`src/rtl/hs_protocol_monitor.sv`:
```
// ============================================================================
// hs_protocol_monitor
//
// Passive checker for NCH independent four-phase req/ack handshakes.
// Each channel follows the cycle IDLE -> REQ -> ACK -> REL -> IDLE. The
// monitor reports completed transfers, flags protocol violations, and flags
// a channel that waits too long for the next handshake step.
//
// Parameters
//   NCH      number of handshake channels (1..16)
//   TOUT_W   width of the timeout limit and per-channel wait counter (2..16)
//
// Ports
//   clk        single clock; all state updates on the rising edge
//   rst_n      asynchronous active-low reset
//   req        [NCH]    per-channel request, synchronous to clk
//   ack        [NCH]    per-channel acknowledge, synchronous to clk
//   tout       [TOUT_W] timeout limit in clk cycles; 0 disables the check
//   clr_err    synchronous clear of all sticky error flags
//   done       [NCH]    one-cycle pulse after each completed transfer
//   busy       [NCH]    channel is not IDLE
//   err_proto  [NCH]    sticky protocol-violation flags
//   err_tout   [NCH]    sticky timeout flags
//   err        OR of all err_proto and err_tout bits
// ============================================================================
module hs_protocol_monitor #(
    parameter int NCH    = 2,
    parameter int TOUT_W = 8
) (
    input  logic              clk,
    input  logic              rst_n,
    input  logic [NCH-1:0]    req,
    input  logic [NCH-1:0]    ack,
    input  logic [TOUT_W-1:0] tout,
    input  logic              clr_err,
    output logic [NCH-1:0]    done,
    output logic [NCH-1:0]    busy,
    output logic [NCH-1:0]    err_proto,
    output logic [NCH-1:0]    err_tout,
    output logic              err
);

    // State encoding equals the {req, ack} pair that defines the state, so
    // the sampled inputs can be compared with, and resynchronised into, the
    // state register without any decode.
    typedef enum logic [1:0] {
        ST_IDLE = 2'b00,
        ST_REL  = 2'b01,
        ST_REQ  = 2'b10,
        ST_ACK  = 2'b11
    } state_t;

    // Returns 1 when moving from cur to nxt is one of the four legal steps.
    function automatic logic is_legal(input state_t cur, input state_t nxt);
        logic ok;
        // NOTE: give every combinational result a default before the case so
        // no path leaves it unassigned (which would otherwise infer a latch).
        ok = 1'b0;
        case (cur)
            ST_IDLE: ok = (nxt == ST_REQ);
            ST_REQ:  ok = (nxt == ST_ACK);
            ST_ACK:  ok = (nxt == ST_REL);
            ST_REL:  ok = (nxt == ST_IDLE);
            default: ok = 1'b0;
        endcase
        return ok;
    endfunction

    // ------------------------------------------------------------------------
    // Per-channel state
    // ------------------------------------------------------------------------
    state_t            state_q [NCH];   // handshake FSM state
    logic [TOUT_W-1:0] wait_q  [NCH];   // cycles spent in the current REQ/REL
    logic [NCH-1:0]    flagged_q;       // timeout already reported this phase

    // ------------------------------------------------------------------------
    // Per-channel decode
    // ------------------------------------------------------------------------
    state_t            smp_st [NCH];    // sampled {req, ack} as a state
    logic [NCH-1:0]    changed;         // sampled pair differs from state
    logic [NCH-1:0]    legal;           // change is a legal step
    logic [NCH-1:0]    viol;            // change is a protocol violation
    logic [NCH-1:0]    fin;             // legal REL -> IDLE (transfer done)
    logic [NCH-1:0]    waiting;         // current state is REQ or REL
    logic [NCH-1:0]    tout_hit;        // timeout detected on this edge
    logic [NCH-1:0]    proto_nxt;       // next err_proto value
    logic [NCH-1:0]    tout_nxt;        // next err_tout value
    logic [NCH-1:0]    busy_nxt;        // next busy value
    logic [TOUT_W-1:0] tout_m1;         // compare point for the wait counter

    // Wrap at tout == 0 is harmless: the compare is gated by tout != 0.
    assign tout_m1 = tout - TOUT_W'(1);

    for (genvar i = 0; i < NCH; i++) begin : g_ch
        assign smp_st[i]   = state_t'({req[i], ack[i]});
        assign changed[i]  = (smp_st[i] != state_q[i]);
        assign legal[i]    = changed[i] && is_legal(state_q[i], smp_st[i]);
        assign viol[i]     = changed[i] && !legal[i];
        assign fin[i]      = legal[i] && (state_q[i] == ST_REL);
        assign waiting[i]  = (state_q[i] == ST_REQ) || (state_q[i] == ST_REL);

        // The counter holds the number of edges already spent unchanged in
        // this phase, so equality with tout-1 means this edge is the tout-th
        // consecutive one without a response. Equality (not >=) keeps a
        // lowered tout from flagging retroactively; flagged_q keeps a raised
        // tout from flagging a second time in the same phase.
        assign tout_hit[i] = waiting[i] && !changed[i] && (tout != '0) &&
                             (wait_q[i] == tout_m1) && !flagged_q[i];
    end

    // A detection on the same edge as clr_err wins over the clear.
    assign proto_nxt = (err_proto & {NCH{~clr_err}}) | viol;
    assign tout_nxt  = (err_tout  & {NCH{~clr_err}}) | tout_hit;

    // Whatever happens on an edge, the state that follows it is the sampled
    // pair: unchanged holds, a legal step advances to it, and a violation
    // resynchronises to it. Hence busy follows the sampled inputs directly.
    assign busy_nxt  = req | ack;

    // ------------------------------------------------------------------------
    // Sequential state and registered outputs
    // ------------------------------------------------------------------------
    // NOTE: sequential state is written only with non-blocking assignments so
    // every register samples pre-edge values regardless of statement order.
    always_ff @(posedge clk or negedge rst_n) begin
        if (!rst_n) begin
            // NOTE: these per-channel arrays are control state, not data
            // storage, so every element is reset along with the flops.
            for (int i = 0; i < NCH; i++) begin
                state_q[i] <= ST_IDLE;
                wait_q[i]  <= '0;
            end
            flagged_q <= '0;
            done      <= '0;
            busy      <= '0;
            err_proto <= '0;
            err_tout  <= '0;
            err       <= 1'b0;
        end else begin
            for (int i = 0; i < NCH; i++) begin
                state_q[i] <= smp_st[i];

                // Cleared on any state change and outside the wait states;
                // otherwise counts up and sticks at all-ones.
                if (changed[i] || !waiting[i]) begin
                    wait_q[i] <= '0;
                end else if (wait_q[i] != '1) begin
                    wait_q[i] <= wait_q[i] + TOUT_W'(1);
                end

                if (changed[i]) begin
                    flagged_q[i] <= 1'b0;
                end else if (tout_hit[i]) begin
                    flagged_q[i] <= 1'b1;
                end
            end

            done      <= fin;
            busy      <= busy_nxt;
            err_proto <= proto_nxt;
            err_tout  <= tout_nxt;
            err       <= |{proto_nxt, tout_nxt};
        end
    end

endmodule

```
`config.mk`:
```
export PLATFORM = sky130hd
export DESIGN_NAME = hs_protocol_monitor
export DESIGN_NICKNAME = d
export VERILOG_FILES = /design/src/rtl/hs_protocol_monitor.sv
export SDC_FILE = /design/constraint.sdc
export NUM_CORES = 1
export LEC_CHECK = 0
export CORE_MARGIN = 2
export CORE_UTILIZATION = 54
export DETAILED_ROUTE_END_ITERATION = 8
export DONT_BUFFER_PORTS = 1
export GPL_TIMING_DRIVEN = 0
export PLACE_DENSITY = 0.72
export SLEW_MARGIN = 20
export SYNTH_ARGS = -nofsm -noshare
export SYNTH_HDL_FRONTEND = slang
export SYNTH_SLANG_ARGS = --single-unit
```
`constraint.sdc`:
```
create_clock -name clk -period 1.9 [get_ports clk]
set_input_delay 0.19 -clock clk [delete_from_list [all_inputs] [get_ports clk]]
set_output_delay 0.19 -clock clk [all_outputs]
set_load 0.02 [all_outputs]
```
==> flow_summary.json, run 1 <==
{
  "syn_nets": 250,
  "first_pass_iters": 4,
  "cts-buffers-inserted": 5,
  "total_power_mw": 1.50,
  "antennaDiodeCount": 0,
  "die_h_um": 65.8,
  "skew_ns": 0.00507,
  "final_cell_mix": "dfrtp_1 (29), nor2_1 (21), xnor2_1 (19)",
  "reg2reg_depth": 8,
  "fmax_ghz": 0.521,
  "wire_per_inst_um": 13.8,
  "final-seq-area_um2": 778,
  "synth.distinct_cells": 45,
  "finalCritPeriodShare": 1.01,
  "drtAntennaViolNets": 0,
  "synth.avg_cell_area_um2": 9.25,
  "synth_edf_count": 0,
  "cp-end-kind": "flop",
  "p_leak_nw": 0.998,
  "required_ns": 2.06,
  "ctsRootBufferMaster": "clkbuf_8",
  "tightest_slew_ns": 0.516,
  "boundaryPins": 24,
  "worst_setup_path_start_kind": "flop",
  "arrival_ns": 2.09,
  "postSynthCellCount": 223,
  "busiest_layer": "met2",
  "ys.warnings.count": 0,
  "clock_sinks": 31,
  "start_util": 0.563,
  "final-setup-viol-count": 1,
  "port_buffers": 0,
  "grt_pass1_vias": 1474,
  "met2_usage": 0.345,
  "place.gp.congestion": 0.811,
  "grt_pass1_wl_mm": 6.82,
  "cts.clk_slew.worst_paths_ns": 0.06,
  "instances_no_fill": 291,
  "antenna_found_initial": 0,
  "vias_per_cell": 5.57,
  "multi_input_area_mm2": 0.00122,
  "num_vias": 1621,
  "area_growth_pct": 15.8,
  "fin_nets": 269,
  "grt-ovfl-total": 0,
  "irDropWorstVdd_uv": 501,
  "slew_violations": 0,
  "yosysSeqAreaShare": 0.376,
  "cp_max_fo": 4,
  "violations": "negative setup slack",
  "hold_violations": 0,
  "rr_endpoint": "err",
  "cts_max_path_buffers": 2,
  "core-area_mm2": 0.00366,
  "grt_use_met1": 0.259,
  "syn_area_mm2": 0.00206,
  "totalWireLength_mm": 4.02,
  "rsz0062_at_grt": "yes",
  "status": "complete, but fails checks",
  "drc_errors": 0,
  "dp.cells": 271,
  "ys_ff_latch": 31,
  "drive_gt1_frac": 0.140,
  "rows": 22,
  "clk_latency_ns": 0.28,
  "min_period_ns": 1.92,
  "grt_start_max_net_pins": 32,
  "p_per_area_mw_per_mm2": 628,
  "fill_cells": 301,
  "cts_tree": "yes",
  "synth_area_leaders": "dfrtp_1 (38%), xnor2_1 (8.5%), ha_1 (7.3%)",
  "yosysTopAreaCell": "dfrtp_1",
  "cp-endpoint": "err",
  "reg2reg_setup_slack_ns": -0.02,
  "grt_util_all_layers": 0.208,
  "min_path_type": "input port to flop",
  "use_met3": 0.0511,
  "final_common_cell": "dfrtp_1",
  "dp_hpwl_mm": 2.83,
  "synth_ff_type": "dfrtp_1",
  "fin_ws_ns": -0.0210,
  "setup_tns_ns": -0.0210,
  "die_area_mm2": 0.00433,
  "htree_levels": 2,
  "slew_headroom": 0.653,
  "reg2reg_from": "state_q[1]",
  "crit_type": "flop to flop",
  "die_w_um": 65.8,
  "synth_top_cell_area_share": 0.376,
  "cp-startpoint": "state_q[1]",
  "drt_iter0_markers": 54,
  "async_flop_share": 1.00,
  "cap_violations": 0
}
==> kinds of logic (layout without fill, tap and decap cells) <==
logic type / after synthesis / after routing / share of synthesized area
DFF: 31 / 31 / 0.376
and+or+nand+nor: 87 / 87 / 0.240
buffers and inverters: 23 / 43 / 0.0498
muxes: 4 / 4 / 0.0194
AOI/OAI and AO/OA: 35 / 35 / 0.109
adders and majority gates: 13 / 13 / 0.0777
xor gates and xnor gates: 30 / 30 / 0.127
==> synthesized netlist by cell type (2+ instances only) <==
| master | count |
|---|---|
| nand4_1 | 5 |
| nand3_1 | 10 |
| o211ai_1 | 5 |
| ha_1 | 12 |
| buf_6 | 2 |
| o21ai_0 | 8 |
| a211oi_1 | 2 |
| xnor2_1 | 20 |
| nand3b_1 | 7 |
| nand2b_1 | 5 |
| nand4b_1 | 2 |
| xor2_1 | 10 |
| nor3_1 | 5 |
| nand2_1 | 7 |
| inv_1 | 16 |
| dfrtp_1 | 31 |
| o21ai_1 | 3 |
| or3_1 | 4 |
| clkbuf_1 | 4 |
| a311oi_1 | 2 |
| and3_1 | 7 |
| a31oi_1 | 2 |
| nor2_1 | 23 |
| mux2i_1 | 4 |
| a21oi_1 | 6 |
| o22ai_1 | 2 |
==> through the flow <==
| stage | utilization | hold WS, ns | instance area [um2] | worst slack [ns] |
|---|---|---|---|---|
| 2_1_floorplan | - | -0.106 | 2080 | -0.0397 |
| 3_3_place_gp | 0.584 | -0.105 | 2140 | -0.168 |
| 3_5_place_dp | 0.584 | -0.105 | 2140 | -0.193 |
| 4_1_cts | 0.647 | 0.00451 | 2370 | -0.0778 |
| 5_1_grt | 0.652 | 0.00779 | 2390 | -0.125 |
| 6_report | 0.652 | 0.00874 | 2390 | -0.0210 |
==> how the worst min path moves through the flow <==
| stage | slack [ns] | from | endpoint | depth (start not counted) |
|---|---|---|---|---|
| final | 0.009 | req[0] | busy[0] | 2 |
| after floorplan | -0.11 | rst_n | busy[0] | 0 |
| after global routing | 0.008 | clr_err | err_proto[0] | 1 |
| after CTS | 0.005 | clr_err | err_proto[0] | 1 |
| after global placement | -0.10 | rst_n | state_q[2] | 0 |
| after detailed placement | -0.10 | rst_n | done[0] | 0 |
==> final cells by class <==
cell class | instances | share of cell area
well taps | 48 | 0.0252
plain buffers | 4 | 0.0131
flip-flops and latches | 31 | 0.326
inverters | 16 | 0.0252
repair buffers | 15 | 0.0587
clock buffers | 8 | 0.0419
multi-input cells | 169 | 0.510
==> worst max-delay path: stages, from the launching register on <==
cell	delay, ns
dfrtp_2	0.44
buf_4	0.15
ha_1	0.18
nor2_2	0.14
nand3b_1	0.11
a31oi_1	0.19
o22ai_1	0.10
nand3b_1	0.15
or3b_1	0.34
==> power breakdown <==
group	internal [mW]	leakage, nW	switching, mW
registers	0.680	0.401	0.0332
clock network	0.330	0.0515	0.239
logic	0.109	0.545	0.108
==> state kept, by name, indices dropped and copies added (netlist names) <==
signal,cells
done,2
err,1
err_proto,2
err_tout,2
wait_q,16
flagged_q,2
busy,2
state_q,4
==> repair_timing <==
action	CTS	global route
endpoints found under the setup margin	5	6
hold buffers	7	0
gates cloned	0	0
setup buffers	6	2
pin swaps	2	4
hold endpoints to repair	36	0
resized for setup	1	8
==> layer usage <==
layer / routed length, um / vias to the layer above / part of all wire
met4: 71 / 0 / 0.018
met5: 0 / - / 0
li1: - / 813 / -
met3: 129 / 6 / 0.032
met2: 2020 / 21 / 0.50
met1: 1800 / 781 / 0.45
Note: power is estimated with default switching activity, not from simulation.
==> inputs of run 2 (changes only) <==
--- a/config.mk
+++ b/config.mk
@@ -10,7 +10,8 @@
 export DETAILED_ROUTE_END_ITERATION = 8
 export DONT_BUFFER_PORTS = 1
 export GPL_TIMING_DRIVEN = 0
-export PLACE_DENSITY = 0.72
+export PLACE_DENSITY = 0.69
+export REMOVE_ABC_BUFFERS = 1
 export SLEW_MARGIN = 20
 export SYNTH_ARGS = -nofsm -noshare
 export SYNTH_HDL_FRONTEND = slang
==> constraint.sdc (replaced) <==
create_clock -name clk -period 1.8 [get_ports clk]
set_input_delay 0.18 -clock clk [delete_from_list [all_inputs] [get_ports clk]]
set_output_delay 0.18 -clock clk [all_outputs]
set_load 0.02 [all_outputs]
==> run 2 against run 1 <==
  * The flow still finishes with violations (negative setup slack)
  * Clock-buffer cell count fell by 2
  * Critical path depth shrank 3
  * Cell count shrank 1.7%
  * Core utilization grew 0.92 points
  * Final area is 1.4% higher
  * Largest cell class unchanged
  * Largest power group unchanged
  * Highest routed layer unchanged
==> flow_summary.json, run 2 (same netlist as run 1, synthesis figures left out) <==
{
  "status": "complete, but fails checks",
  "violations": "negative setup slack",
  "cp_max_fo": 5,
  "slew_violations": 0,
  "antenna_found_initial": 0,
  "vias_per_cell": 5.83,
  "dp_hpwl_mm": 3.01,
  "p_per_area_mw_per_mm2": 703,
  "regMostFlops": "wait_q",
  "boundaryPins": 24,
  "grt_start_max_net_pins": 32,
  "clk_latency_ns": 0.29,
  "p_leak_nw": 0.982,
  "crit_type": "flop to flop",
  "p_seq_frac": 0.445,
  "hold_violations": 0,
  "cts-buffers-inserted": 5,
  "wire_per_inst_um": 15.8,
  "drc_errors": 0,
  "cts.clk_slew.worst_paths_ns": 0.07,
  "total_power_mw": 1.70,
  "required_ns": 2.03,
  "start_util": 0.563,
  "final-setup-viol-count": 3,
  "antennaDiodeCount": 0,
  "ctsRootBufferMaster": "clkbuf_8",
  "final_common_cell": "dfrtp_1",
  "rows": 22,
  "fill_cells": 295,
  "totalWireLength_mm": 4.51,
  "num_vias": 1667,
  "die_h_um": 65.8,
  "cts_max_path_buffers": 2,
  "core-area_mm2": 0.00366,
  "min_path_type": "input port to flop",
  "fin_nets": 264,
  "fin_ws_ns": -0.114,
  "rsz0062_at_grt": "yes",
  "place.gp.congestion": 0.806,
  "drive_gt1_frac": 0.185,
  "first_pass_iters": 4,
  "die_area_mm2": 0.00433,
  "arrival_ns": 2.15,
  "cap_violations": 0,
  "largest_reg_flops": 16,
  "wl_met1_mm": 1.93,
  "power_frac_clock": 0.423,
  "whs_ns": 0.0125,
  "drtAntennaViolNets": 0,
  "cp-end-kind": "flop",
  "grt_pass1_wl_mm": 7.38,
  "finalInstanceArea_mm2": 0.00242,
  "drt_iter0_markers": 113,
  "skew_ns": 0.00620,
  "met3WireLength_um": 178,
  "die_w_um": 65.8,
  "grt_util_all_layers": 0.224,
  "irDropWorstVdd_uv": 524,
  "dpl_cell_area_mm2": 0.00208,
  "fin_util": 0.661,
  "fmax_ghz": 0.523,
  "tightest_slew_ns": 0.465,
  "cts_tree": "yes",
  "reg2reg_setup_slack_ns": -0.11,
  "min_period_ns": 1.91,
  "top_layer": "met4",
  "grt-ovfl-total": 0,
  "grt_pass1_vias": 1618,
  "area_growth_pct": 17.4,
  "internal_power_mw": 1.28,
  "final_cell_mix": "dfrtp_1 (26), nor2_1 (21), xnor2_1 (17)",
  "slew_headroom": 0.687,
  "p_sw_mw": 0.419,
  "reg_top3": "wait_q (16), state_q (4)",
  "setup_tns_ns": -0.179,
  "switching_share": 0.246,
  "clock_sinks": 31,
  "port_buffers": 0,
  "finalCritPeriodShare": 1.06,
  "pwr-share-comb": 0.132,
  "worst_setup_path_start_kind": "flop",
  "wl_met2_mm": 2.39,
  "htree_levels": 2
}
-- run 2: critical path: stages (launching register included) --
cell	delay, ns
dfrtp_2	0.45
ha_1	0.30
or2_4	0.24
nand3b_1	0.19
or4_4	0.50
or3b_1	0.17
-- run 2: path summary, 6_finish.rpt --
check | cells past startpoint | end | startpoint
hold reg to reg | 2 | flagged_q[0] | flagged_q[0]
setup / recovery | 5 | err | state_q[1]
hold / removal | 2 | busy[0] | ack[0]
max in group asynchronous | 2 | state_q[3] | rst_n
setup reg to reg | 5 | err | state_q[1]
min in group asynchronous | 2 | err | rst_n
-- run 2: power groups by stage --
| stage | Combinational [mW] | Sequential, mW | Clock, mW |
|---|---|---|---|
| CTS | 0.207 | 0.755 | 0.733 |
| finish | 0.225 | 0.757 | 0.720 |
| global route | 0.247 | 0.761 | 0.767 |
| floorplan | 0.132 | 0.762 | 0 |
| detailed placement | 0.158 | 0.768 | 0 |
| global placement | 0.150 | 0.766 | 0 |
-- run 2: routing by layer --
metal | vias up | GRT usage
met3 | 2 | 0.0767
met2 | 20 | 0.407
li1 | 803 | -
met5 | - | 0
met1 | 842 | 0.253
met4 | 0 | 0.0469
-- run 2: through the flow --
step,setup WS [ns],std cells
floorplan,-0.103,216
global placement,-0.284,264
detailed placement,-0.349,264
CTS,-0.206,283
global route,-0.174,286
finish,-0.114,286
-- run 2: repair_timing --
action | in CTS | in global routing
setup buffers | 4 | 3
hold buffers | 7 | 0
pin swaps | 7 | 13
resized for setup | 5 | 20
endpoints found under the hold margin | 37 | 0
endpoints found under the setup margin | 6 | 7
-- run 2: layout make-up --
cell class	count	area, um2	share of cell area
clock buffer	6	82.6	0.0341
tap	48	60.1	0.0248
multi-input combinational	169	1270	0.524
timing repair buffer	14	133	0.0548
inverter	16	60.1	0.0248
sequential	31	782	0.323
clock inverter	2	35.0	0.0145
